### src/rtl/mask_wr_packer.sv
// Packs per-element ALU compare/mask bits into mask-file words and drives the
// mask register file write port (byte enables, register, packet offset, data).
module mask_wr_packer #(
    parameter int DATA_WIDTH   = 64,
    parameter int DW_B         = DATA_WIDTH / 8,
    parameter int ADDR_WIDTH   = 5,
    parameter int OFF_BITS     = 8,
    parameter int PACK_PER_REG = 32
) (
    input  logic                  clk,
    input  logic                  rst,
    input  logic                  start,
    input  logic [ADDR_WIDTH-1:0] start_vd,
    input  logic [1:0]            start_sew,
    input  logic                  in_valid,
    input  logic [7:0]            in_bits,
    input  logic                  in_last,
    output logic [DW_B-1:0]       wr_en,
    output logic [ADDR_WIDTH-1:0] wr_addr,
    output logic [OFF_BITS-1:0]   wr_off,
    output logic [DATA_WIDTH-1:0] wr_data,
    output logic                  busy,
    output logic                  done,
    output logic                  err
);

    localparam int FILL_W = $clog2(DATA_WIDTH) + 1;

    typedef enum logic {
        IDLE = 1'b0,
        PACK = 1'b1
    } state_t;

    state_t                  state_q, state_d;
    logic [ADDR_WIDTH-1:0]   vd_q, vd_d;
    logic [1:0]              sew_q, sew_d;
    logic [FILL_W-1:0]       fill_q, fill_d;
    logic [OFF_BITS-1:0]     off_q, off_d;
    logic [DATA_WIDTH-1:0]   acc_q, acc_d;
    logic                    err_q, err_d;
    logic [DW_B-1:0]         wr_en_q, wr_en_d;
    logic [OFF_BITS-1:0]     wr_off_q, wr_off_d;
    logic [DATA_WIDTH-1:0]   wr_data_q, wr_data_d;
    logic                    done_q, done_d;

    // Beat decode: bits per beat and the masked payload for the latched element width.
    logic [FILL_W-1:0]       beat_n;
    logic [7:0]              beat_bits;
    logic [DATA_WIDTH-1:0]   appended;
    logic [FILL_W-1:0]       fill_sum;
    logic [FILL_W-1:0]       byte_cnt;
    logic [DW_B-1:0]         byte_mask;
    logic                    word_full;

    always_comb begin
        // NOTE: every combinational output gets a default first so no path leaves it unassigned (no latch).
        beat_n    = FILL_W'(8);
        beat_bits = in_bits;
        unique case (sew_q)
            2'd0: begin beat_n = FILL_W'(8); beat_bits = in_bits;               end
            2'd1: begin beat_n = FILL_W'(4); beat_bits = {4'b0, in_bits[3:0]};  end
            2'd2: begin beat_n = FILL_W'(2); beat_bits = {6'b0, in_bits[1:0]};  end
            2'd3: begin beat_n = FILL_W'(1); beat_bits = {7'b0, in_bits[0]};    end
            default: ;
        endcase

        appended  = acc_q | (DATA_WIDTH'(beat_bits) << fill_q);
        fill_sum  = fill_q + beat_n;
        word_full = (fill_sum == FILL_W'(DATA_WIDTH));
        byte_cnt  = (fill_sum + FILL_W'(7)) >> 3;
        for (int j = 0; j < DW_B; j++) begin
            byte_mask[j] = (j < int'(byte_cnt));
        end
    end

    // Next-state and next-output logic.
    always_comb begin
        state_d   = state_q;
        vd_d      = vd_q;
        sew_d     = sew_q;
        fill_d    = fill_q;
        off_d     = off_q;
        acc_d     = acc_q;
        err_d     = err_q;
        wr_en_d   = '0;
        wr_off_d  = wr_off_q;
        wr_data_d = wr_data_q;
        done_d    = 1'b0;

        unique case (state_q)
            IDLE: begin
                if (start) begin
                    state_d = PACK;
                    vd_d    = start_vd;
                    sew_d   = start_sew;
                    fill_d  = '0;
                    off_d   = '0;
                    acc_d   = '0;
                    err_d   = 1'b0;
                end
            end
            PACK: begin
                if (in_valid) begin
                    acc_d  = appended;
                    fill_d = fill_sum;
                    if (word_full || in_last) begin
                        wr_off_d  = off_q;
                        wr_data_d = appended;
                        if (int'(off_q) < PACK_PER_REG) begin
                            wr_en_d = byte_mask;
                        end else begin
                            err_d = 1'b1;
                        end
                    end
                    if (word_full) begin
                        // Saturate so a very long operation can never wrap back into range.
                        off_d  = (off_q != '1) ? off_q + OFF_BITS'(1) : off_q;
                        acc_d  = '0;
                        fill_d = '0;
                    end
                    if (in_last) begin
                        done_d  = 1'b1;
                        state_d = IDLE;
                    end
                end
            end
            default: state_d = IDLE;
        endcase
    end

    always_ff @(posedge clk) begin
        // NOTE: sequential state uses non-blocking assignments so all registers update from pre-edge values.
        if (rst) begin
            state_q   <= IDLE;
            vd_q      <= '0;
            sew_q     <= '0;
            fill_q    <= '0;
            off_q     <= '0;
            acc_q     <= '0;
            err_q     <= 1'b0;
            wr_en_q   <= '0;
            wr_off_q  <= '0;
            wr_data_q <= '0;
            done_q    <= 1'b0;
        end else begin
            state_q   <= state_d;
            vd_q      <= vd_d;
            sew_q     <= sew_d;
            fill_q    <= fill_d;
            off_q     <= off_d;
            acc_q     <= acc_d;
            err_q     <= err_d;
            wr_en_q   <= wr_en_d;
            wr_off_q  <= wr_off_d;
            wr_data_q <= wr_data_d;
            done_q    <= done_d;
        end
    end

    assign wr_en   = wr_en_q;
    assign wr_addr = vd_q;
    assign wr_off  = wr_off_q;
    assign wr_data = wr_data_q;
    assign busy    = (state_q == PACK);
    assign done    = done_q;
    assign err     = err_q;

endmodule
### config.mk
export PLATFORM = sky130hd
export DESIGN_NAME = mask_wr_packer
export DESIGN_NICKNAME = d
export VERILOG_FILES = /design/src/rtl/mask_wr_packer.sv
export SDC_FILE = /design/constraint.sdc
export NUM_CORES = 1
export LEC_CHECK = 0
export BUFFER_PORTS_ARGS = -buffer_cell sky130_fd_sc_hd__buf_2
export CORE_MARGIN = 3
export CORE_UTILIZATION = 59
export CTS_BUF_LIST = sky130_fd_sc_hd__clkbuf_4 sky130_fd_sc_hd__clkbuf_8
export DETAILED_ROUTE_END_ITERATION = 6
export HOLD_SLACK_MARGIN = 0.06
export PLACE_DENSITY = 0.9
export SLEW_MARGIN = 0
export SYNTH_ARGS = -nofsm -noshare
export SYNTH_HDL_FRONTEND = slang
export SYNTH_SLANG_ARGS = --single-unit
export TNS_END_PERCENT = 5
### constraint.sdc
create_clock -name clk -period 9.3 [get_ports clk]
set_input_delay 0.93 -clock clk [delete_from_list [all_inputs] [get_ports clk]]
set_output_delay 0.93 -clock clk [all_outputs]
set_load 0.005 [all_outputs]
==> results.ini <==
[critical_path]
cp-end-kind = flip-flop
crit_path_max_fanout = 65
crit_path_start_kind = flip-flop
cp_data_arrival_time_ns = 4.55
crit_required_ns = 9.70
worst-setup-path-type = reg -> reg

[synth]
synth.yosys.warnings = 0
postSynthRegisterBits = 169
asyncSetResetFlopFracSynth = 0
synth_enable_flop_cells = 0
postSynthCellCount = 871
post_synth.cell_area_avg_um2 = 8.61
synth_top_cells_by_area = sky130_fd_sc_hd__dfxtp_1 45%, sky130_fd_sc_hd__nor2_1 5.6%, sky130_fd_sc_hd__nor3_1 4.5%
syn-cell-area_mm2 = 0.00750
synthDistinctLibCells = 74
most_used_dff_post_synth = sky130_fd_sc_hd__dfxtp_1
synth.top_cell.area_share = 0.451
ys_seq_area_frac = 0.451
synthDominantAreaCellType = sky130_fd_sc_hd__dfxtp_1
synthesis.nets = 897

[cells_and_area]
final_layout_size_suffix_gt1_frac = 0.176
final_cell_mix = 169 x sky130_fd_sc_hd__dfxtp_1, 111 x sky130_fd_sc_hd__nor2_1, 106 x sky130_fd_sc_hd__buf_2
post-route-util = 0.689
finalNetCount = 964
syn2layout_area_growth_pct = 12.1
antennaDiodeCount = 0
layout_commonest_cell = sky130_fd_sc_hd__dfxtp_1

[detailed_routing]
route.vias.total = 7078
drc = 0
initialDrtViolationCount = 704
post_drt_wl_per_cell_um = 18.5
routed_wirelength_um = 20800
drtPass1Iterations = 5
final_antenna_net_count = 0
vias_per_cell = 6.33

[power]
leakage_nw = 3.22
p_comb_frac = 0.092
vdd_drop_max_uv = 128
p_sw_uw = 389
report.power.total_mw = 1.40
internal-power_mw = 1.01
power_per_cell_area_mw_per_mm2 = 166
sw_frac_of_total = 0.278
clkPwrFrac = 0.373
pwr-share-seq = 0.534

[grt]
grt_antenna_before_repair = 0
grt_pass1_vias = 6459
global_route_track_usage_on_met3 = 0.0656
grt.met2_usage = 0.454
globalRouteOverflowTotal = 0
global_route.usage.total = 0.294
grt_max_degree = 66
met1_usage = 0.400
grt_pass1_wl_um = 33500
gr-max-usage-layer = met2

[cts]
cts_made_buffers = 17
clk_latency_ns = 0.48
cts_repair_resize_count = 0
cts-hold-fix-buffers = 0
cts.reportedPaths.clkPinSlew_ns = 0.09
post-cts-setup-buffer-count = 0
clock_tree_buffer_depth = 2
cts.sink_count = 169
clock_tree_from_tritoncts = done
clk_root_buffer_cell = sky130_fd_sc_hd__clkbuf_8
htree_levels = 4

[die]
floorplan.die.height_um = 119
floorplan.io_pins = 108
placement_rows = 40
start_util = 0.614
die_width_um = 119
fp.dieArea_mm2 = 0.0141
core_area_mm2 = 0.0122

[min_path]
hold_path.class = reg -> reg

[timing]
final_min_period_over_clock_period = 0.446
max_freq_ghz = 0.241
finalWorstPathRequiredPeriod_ns = 4.15
tightest_slew_ns = 1.26
fin_setup_tns_ns = 0
unrepaired_setup_endpoints_after_global_routing = false
timing.slew.headroom = 0.161
finalHoldViolCount = 0
post-route-worst-setup-slack_ns = 5.15
final.setup_skew_ns = 0.0170
finalSetupViolations = 0
timing.final.max_slew_violations = 0

[placed_design]
preCtsSetupSlack_ns = 5.32
gpl.final_weighted_congestion = 0.997
hpwlAfterDp_um = 14200
buffer_ports.inserted = 107

[status]
result_of_the_run = finished clean

[flow_run]
drv.max_cap_violation_count = 0

[cells in the mapped netlist (all sizes together), types with 7 or more instances]
| cell type | n |
|---|---|
| a22o | 33 |
| nor3 | 68 |
| nand3 | 22 |
| and2 | 12 |
| clkbuf | 39 |
| dfxtp | 169 |
| a22oi | 11 |
| a211oi | 47 |
| inv | 12 |
| a31oi | 7 |
| o21ai | 33 |
| buf | 26 |
| nand4 | 7 |
| nand2b | 9 |
| nand2 | 72 |
| a21oi | 52 |
| nor2 | 112 |
| o2bb2ai | 12 |
| nor2b | 10 |
[logic make-up after synthesis]
logic type,Yosys count,share of synthesized area
and+or+nand+nor,345,0.216
AOI/OAI and AO/OA,259,0.254
DFF,169,0.451
buffers and inverters,77,0.0460
muxes,9,0.0142
xor gates and xnor gates,6,0.00701
adders and majority gates,6,0.0110
[per-layer routing]
layer	vias to the layer above	part of all wire
met2	378	0.45
met5	-	0
met3	49	0.094
met4	0	0.029
met1	3301	0.43
li1	3350	-
[power by group through the flow]
| stage | Clock (mW) | Sequential (mW) | Combinational (mW) |
|---|---|---|---|
| 6_report | 0.522 | 0.747 | 0.129 |
| 5_1_grt | 0.552 | 0.749 | 0.141 |
| 4_1_cts | 0.529 | 0.746 | 0.126 |
| 3_5_place_dp | 0 | 0.763 | 0.126 |
| 3_3_place_gp | 0 | 0.763 | 0.124 |
| 2_1_floorplan | 0 | 0.760 | 0.0876 |
[worst max-delay path, stage by stage (launching register included)]
cell and delay (ns):
sky130_fd_sc_hd__dfxtp_1 0.79, sky130_fd_sc_hd__ha_1 0.34, sky130_fd_sc_hd__fa_1 0.46, sky130_fd_sc_hd__nor3_1 0.50, sky130_fd_sc_hd__o221a_2 0.38, sky130_fd_sc_hd__o2111a_2 1.02
sky130_fd_sc_hd__o21ai_0 0.33, sky130_fd_sc_hd__a21oi_1 0.23
[metrics by stage]
| step | instances | hold WS [ns] | area [um2] |
|---|---|---|---|
| 6_report | 1119 | 0.455 | 8410 |
| 5_1_grt | 1119 | 0.485 | 8410 |
| 4_1_cts | 1119 | 0.457 | 8410 |
| 3_5_place_dp | 1087 | 0.444 | 8010 |
| 3_3_place_gp | 1087 | 0.439 | 8010 |
| 2_1_floorplan | 871 | 0.433 | 7500 |
[sequential cells by signal, indices dropped and copies added, names as in the netlist]
name	flops
wr_addr	5
fill_q	7
sew_q	2
done	1
busy	1
off_q	8
err	1
acc_q	64
wr_off	8
wr_en	8
wr_data	64
[worst paths after layout]
| path | depth (start not counted) | from | slack [ns] | end |
|---|---|---|---|---|
| setup / recovery | 7 | fill_q[0]$_SDFFE_PP0P_ | 5.15 | wr_data[36]$_SDFFE_PP0P_ |
| hold / removal | 2 | wr_off[0]$_SDFFE_PP0P_ | 0.45 | wr_off[0]$_SDFFE_PP0P_ |
| setup reg to reg | 7 | fill_q[0]$_SDFFE_PP0P_ | 5.15 | wr_data[36]$_SDFFE_PP0P_ |
| hold reg to reg | 2 | wr_off[0]$_SDFFE_PP0P_ | 0.45 | wr_off[0]$_SDFFE_PP0P_ |
[area by class of cell]
class | instances | area [um2]
inverters | 12 | 45.0
multi-input cells | 625 | 3790
fillers | 1008 | 3800
well taps | 168 | 210
clock inverters | 13 | 140
repair buffers | 113 | 583
clock buffers | 19 | 262
flip-flops and latches | 169 | 3380
No activity file was read; power rests on OpenSTA's default activity.
